==> src/rtl/button_conditioner.sv <==
// Conditions a raw bouncing switch: synchronizes it, debounces with a four-state FSM,
// and produces a registered level, one-cycle RISE/FALL pulses and a wrapping press count.
module button_conditioner #(
  parameter int SYNC_STAGES = 2,
  parameter int DB_CYCLES   = 4
) (
  input  logic       CLK,
  input  logic       CLR_N,
  input  logic       BTN,
  output logic       LEVEL,
  output logic       RISE,
  output logic       FALL,
  output logic [7:0] PRESSES
);

  localparam int CNT_W = $clog2(DB_CYCLES + 1);
  localparam logic [CNT_W-1:0] CNT_LAST = CNT_W'(DB_CYCLES - 1);
  localparam logic [CNT_W-1:0] CNT_ONE  = CNT_W'(1);

  typedef enum logic [1:0] {
    ST_LOW,
    ST_LOW_PEND,
    ST_HIGH,
    ST_HIGH_PEND
  } state_t;

  logic [SYNC_STAGES-1:0] r_sync;
  logic                   w_s;
  state_t                 r_state;
  logic [CNT_W-1:0]       r_cnt;
  logic                   r_level;
  logic                   r_rise;
  logic                   r_fall;
  logic [7:0]             r_presses;

  always_ff @(posedge CLK or negedge CLR_N) begin
    if (!CLR_N) begin
      r_sync <= '0;
    end else begin
      r_sync <= {r_sync[SYNC_STAGES-2:0], BTN};
    end
  end

  // Only the last synchronizer stage is allowed to reach the debounce logic.
  assign w_s = r_sync[SYNC_STAGES-1];

  always_ff @(posedge CLK or negedge CLR_N) begin
    if (!CLR_N) begin
      r_state   <= ST_LOW;
      r_cnt     <= '0;
      r_level   <= 1'b0;
      r_rise    <= 1'b0;
      r_fall    <= 1'b0;
      r_presses <= 8'd0;
    end else begin
      r_rise <= 1'b0;
      r_fall <= 1'b0;
      case (r_state)
        ST_LOW: begin
          if (w_s) begin
            r_state <= ST_LOW_PEND;
            r_cnt   <= CNT_ONE;
          end else begin
            r_cnt <= '0;
          end
        end
        ST_LOW_PEND: begin
          if (!w_s) begin
            r_state <= ST_LOW;
            r_cnt   <= '0;
          end else if (r_cnt == CNT_LAST) begin
            r_state   <= ST_HIGH;
            r_cnt     <= '0;
            r_level   <= 1'b1;
            r_rise    <= 1'b1;
            r_presses <= r_presses + 8'd1;
          end else begin
            r_cnt <= r_cnt + CNT_ONE;
          end
        end
        ST_HIGH: begin
          if (!w_s) begin
            r_state <= ST_HIGH_PEND;
            r_cnt   <= CNT_ONE;
          end else begin
            r_cnt <= '0;
          end
        end
        ST_HIGH_PEND: begin
          if (w_s) begin
            r_state <= ST_HIGH;
            r_cnt   <= '0;
          end else if (r_cnt == CNT_LAST) begin
            r_state <= ST_LOW;
            r_cnt   <= '0;
            r_level <= 1'b0;
            r_fall  <= 1'b1;
          end else begin
            r_cnt <= r_cnt + CNT_ONE;
          end
        end
        default: begin
          r_state <= ST_LOW;
          r_cnt   <= '0;
          r_level <= 1'b0;
        end
      endcase
    end
  end

  assign LEVEL   = r_level;
  assign RISE    = r_rise;
  assign FALL    = r_fall;
  assign PRESSES = r_presses;

endmodule

==> config.mk <==
export PLATFORM = sky130hd
export DESIGN_NAME = button_conditioner
export DESIGN_NICKNAME = d
export VERILOG_FILES = /design/src/rtl/button_conditioner.sv
export SDC_FILE = /design/constraint.sdc
export NUM_CORES = 1
export LEC_CHECK = 0
export BUFFER_PORTS_ARGS = -buffer_cell sky130_fd_sc_hd__buf_2
export CAP_MARGIN = 20
export CORE_UTILIZATION = 51
export CTS_CLUSTER_DIAMETER = 120
export DETAILED_ROUTE_END_ITERATION = 16
export GPL_TIMING_DRIVEN = 0
export PLACE_DENSITY = 0.82
export SLEW_MARGIN = 40
export SYNTH_ARGS = -nofsm -noshare
export SYNTH_HDL_FRONTEND = slang
export SYNTH_SLANG_ARGS = --single-unit
==> constraint.sdc <==
create_clock -name CLK -period 1.6 [get_ports CLK]
set_input_delay 0.16 -clock CLK [delete_from_list [all_inputs] [get_ports CLK]]
set_output_delay 0.16 -clock CLK [all_outputs]
set_load 0.01 [all_outputs]
# Word-level counts from Yosys, hierarchy flattened
# Index checks and enable logic that the tools add are counted.
# W data, S select, Z words.
dict set report totals {
  regBits 18
  latch_bits 0
  mem_bits_rw 0
  romBits 0
  out_inout_bits 11
  elab_cells 49
  n_memories 0
}
dict set report op_classes {
  addsub 2
  n_mul 0
  n_div 0
  n_lt_le_gt_ge 0
  n_eq_ne 12
  shifts 0
  muxes 23
  bitwise 0
  reduce_logical 5
}
# operator n
set ops {}
lappend ops {{$mux W2} 6}
lappend ops {{$ne A2 B2 Y1 const B} 6}
lappend ops {{$pmux W3 S4} 1}
lappend ops {{$mux W1} 11}
lappend ops {{$mux W3} 3}
lappend ops {{$add A8 B1 Y8 const B} 1}
lappend ops {{$pmux W2 S4} 1}
lappend ops {{$ne A3 B3 Y1 const B} 2}
lappend ops {{$reduce_and A5 Y1} 1}
lappend ops {{$eq A2 B2 Y1 const B} 2}
lappend ops {{$reduce_and A4 Y1} 1}
lappend ops {{$add A3 B1 Y3 const B} 1}
lappend ops {{$eq A3 B2 Y1 const B} 1}
lappend ops {{$reduce_and A3 Y1} 1}
lappend ops {{$eq A2 B1 Y1 const B} 1}
lappend ops {{$logic_not A2 Y1} 1}
lappend ops {{$pmux W1 S2} 1}
lappend ops {{$reduce_bool A2 Y1} 1}

# Depth between registers and ports, before layout
dict set report logic_depth {
  depth_word 4
  mapped_depth 4
  depth_no_buf 4
}

# Worst setup path before layout
# OpenSTA, ideal clock, no wires.
dict set report synth_timing {
  kind {register to register}
  start {register r_cnt[0]}
  end {register r_presses[1] (netlist: PRESSES[1])}
  setup_time_ns 0.128
  t_arrival_ns 1.146
  t_required_ns 1.472
  slack_ns 0.326
  stages_incl_launch_ff 5
  path_cell_list {dfrtp_1 -> ha_1 -> nand3b_2 -> nor2_2 -> mux2_1}
}
dict set report synth_via {
  elab_chain_cells 2
}
# item line_no
set synth_lines {}
lappend synth_lines {{start: declaration} 30} ;# logic [CNT_W-1:0] r_cnt;
lappend synth_lines {{start signal: assignment} 78} ;# r_cnt <= r_cnt + CNT_ONE;
lappend synth_lines {{start signal: assignment} 99} ;# r_cnt <= r_cnt + CNT_ONE;
lappend synth_lines {{$eq A3 B2 Y1} 71} ;# end else if (r_cnt == CNT_LAST) begin
lappend synth_lines {{$reduce_and A3 Y1 (no line)} -}
lappend synth_lines {{end signal: assignment} 76} ;# r_presses <= r_presses + 8'd1;
lappend synth_lines {{end: declaration} 34} ;# logic [7:0] r_presses;
# Every way passes these cells.
# A chain may end at the register's enable or synchronous reset.

# Final worst setup path
# Same ends and word-level chain as after synthesis.

==> qor.yml <==
worstSetupStartpoint: "r_cnt[0]$_DFF_PN0_"
master_of_the_slowest_instance_on_the_critical_path: "sky130_fd_sc_hd__dfrtp_1"
synth_cell_type_count: 25
grt_pass1_vias: 367
finalNetCount: 82
final_critical_path_setup_slack_ps: 153
power_per_cell_area_nw_per_um2: 1230
multiInputGateArea_um2: 278
crit_path_max_fanout: 6
final.fill_count: 103
post_route_cells_drive_above_1_share_pct: 30.7
ff_latch_area_um2: 450
outcome: "finished, final reports clean"
max_cap_violations: 0
reg2reg_setup_slack_ps: 150
critical_path.startpoint_type: "register"
tritoncts: "done"
clock_latency_ps: 290
largest_net_degree_at_the_start_of_global_routing: 19
fmax_mhz: 691
clock_tree.buffer_depth: 2
dominantRegCellSynth: "sky130_fd_sc_hd__dfrtp_1"
setup-tns-final_ps: 0
synth-warning-count: 0
globalplace.congestion: 0.711
detail_route.wirelength_um: 1160
worstRegToRegCells: 4
grt_first_pass_wirelength_um: 1610
design.core.area_um2: 1320
place_worst_setup_slack_ps: 174
per_cell_routed_wire_length_um: 12.9
finalSetupViolCount: 0
min-delay-path-class: "in2async"
syn-instance-count: 57
r2r-start: "r_cnt[0]$_DFF_PN0_"
area_delta_synth_final_pct: 17.2
drtAntennaViolNets: 0
synth_sequential_area_ratio_pct: 61.2
place.port_buffers: 13
first_pass_iters: 4
max_h_tree_level: 1
timing.rr.end: "PRESSES[1]$_DFFE_PN0P_"
post-route-min-period_ps: 1450
initial_antenna_violation_count: 0
synth-edff-count: 0
post-route-drc-count: 0
initial_cell_density_of_the_core_pct: 55.8
critical_path_class: "reg2reg"
ir_drop_worst_vdd_v: 0.000694
layout_worst_path_cycle_share_pct: 90.4
grt.total_usage_pct: 16.8
timing_worst_slew_pin_value_ps: 382
num_antenna_cells: 0
ios: 14
worst_slew_margin_rel_pct: 74.5
drt_first_iter_violations: 9
vias_per_cell: 5.17
cts_made_buffers: 3
cts_post_setup_buffers_inserted: 0
ys_ff_latch: 18
cts-root-buf: "sky130_fd_sc_hd__clkbuf_4"
worstSetupEndpoint: "PRESSES[1]$_DFFE_PN0P_"
fp.dieW_um: 40.0
syn-mean-instance-area_um2: 12.9
crit_arrival_ps: 1630
timing.final.max_slew_violations: 0
syn-cell-area_um2: 736
std_cell_rows: 13
unrepaired_setup_endpoints_after_global_routing: "no"
leakage_uw: 0.000454
layout_commonest_cell: "sky130_fd_sc_hd__dfrtp_1"
path_cells: "ha_1, nand3b_2, nor2_2, mux2_1"
synth_async_sr_flop_share_pct: 100
final_cell_mix: "sky130_fd_sc_hd__dfrtp_1, sky130_fd_sc_hd__buf_2, sky130_fd_sc_hd__xor2_1, sky130_fd_sc_hd__nor2_1"
die_area_um2: 1600
worst_setup_path_end_kind: "register"
slowest_delay_ps: 360
detailedPlacementHpwl_um: 776
synth_nets: 62
cp_data_required_time_ps: 1780
finalClockSkew_ps: 2.53
cts.sink_count: 18
routed-via-count: 465
hold_viol: 0
fp.dieH_um: 40.0
grt-ovfl-total: 0
cts_clock_pin_slew_for_the_worst_setup_and_hold_paths_ps: 90
per-stage QoR:
stage	power, uW	cell area, um2	std cells	hold WS (ps)	utilization, %
2_1_floorplan	767	736	57	-136	-
3_3_place_gp	836	820	85	103	62.2
3_5_place_dp	850	820	85	108	62.2
4_1_cts	1080	862	90	317	65.4
5_1_grt	1130	862	90	352	65.4
6_report	1060	862	90	310	65.4
flip-flops by register name, indices dropped and copies added (netlist names), named ones only:
signal   cells
LEVEL        1
RISE         1
r_sync       2
FALL         1
PRESSES      8
r_state      1
r_cnt        3
synth_stat cells (2+ instances only):
cell                      number  share of area, %
sky130_fd_sc_hd__nor3b_1       2               2.0
sky130_fd_sc_hd__dfrtp_1      18                61
sky130_fd_sc_hd__xor2_1        5               6.0
sky130_fd_sc_hd__xnor2_1       3               3.6
sky130_fd_sc_hd__nand4_1       2               1.7
sky130_fd_sc_hd__nor2_1        4               2.0
sky130_fd_sc_hd__ha_1          2               3.4
sky130_fd_sc_hd__nor3_1        2               1.4
sky130_fd_sc_hd__inv_1         2               1.0
sky130_fd_sc_hd__nand3_1       2               1.4
per-layer routing:
layer  GRT usage [%]  share of wire (%)  up-vias
met1            22.6                 52      213
met5               0                  0        -
met2            19.8                 40       12
met4            18.1                3.2        0
li1                -                  -      236
met3            5.00                4.1        4
worst max-delay path, delay by kind of cell (launching register included):
kind	cells	cell delay [ps]
adders and majority gates	1	270
DFF	1	360
muxes	1	340
and+or+nand+nor	2	360
cell type report:
class                   instances  share of cell area (%)
flip-flops and latches         18                    52.2
multi-input cells              37                    32.2
repair buffers                 15                    9.87
clock buffers                   3                    2.61
well taps                      15                    2.18
inverters                       2                   0.871
cell families (layout without fill, tap and decap cells):
group | count (synthesis) | count (layout) | synth area share [%]
AND/OR/NAND/NOR | 22 | 22 | 19.4
XOR/XNOR | 8 | 8 | 9.52
buffers and inverters | 2 | 20 | 1.02
multiplexers | 2 | 2 | 3.06
AO/OA/AOI/OAI | 3 | 3 | 2.38
adder cells (fa/ha/maj) | 2 | 2 | 3.40
flip-flops | 18 | 18 | 61.2
power by group:
part	switching (uW)	internal, uW	total (uW)	leakage [uW]
clock network	128	87.7	216	0.0000138
logic	116	112	229	0.000201
registers	79.6	537	616	0.000240
total	324	737	1060	0.000454
timing repair:
action	4_1_cts	5_1_grt
gates resized for setup	0	0
hold endpoints to repair	19	0
hold buffers	2	0
worst min-delay path by stage:
stage                     start                     end  slack (ps)
after floorplan           CLR_N          FALL$_DFF_PN0_        -140
after global placement    CLR_N  PRESSES[6]$_DFFE_PN0P_         100
after detailed placement  CLR_N  PRESSES[6]$_DFFE_PN0P_         110
after CTS                 CLR_N  PRESSES[6]$_DFFE_PN0P_         320
after global routing      CLR_N  PRESSES[7]$_DFFE_PN0P_         350
final                     CLR_N  PRESSES[6]$_DFFE_PN0P_         310
(Power assumes the default switching activity.)
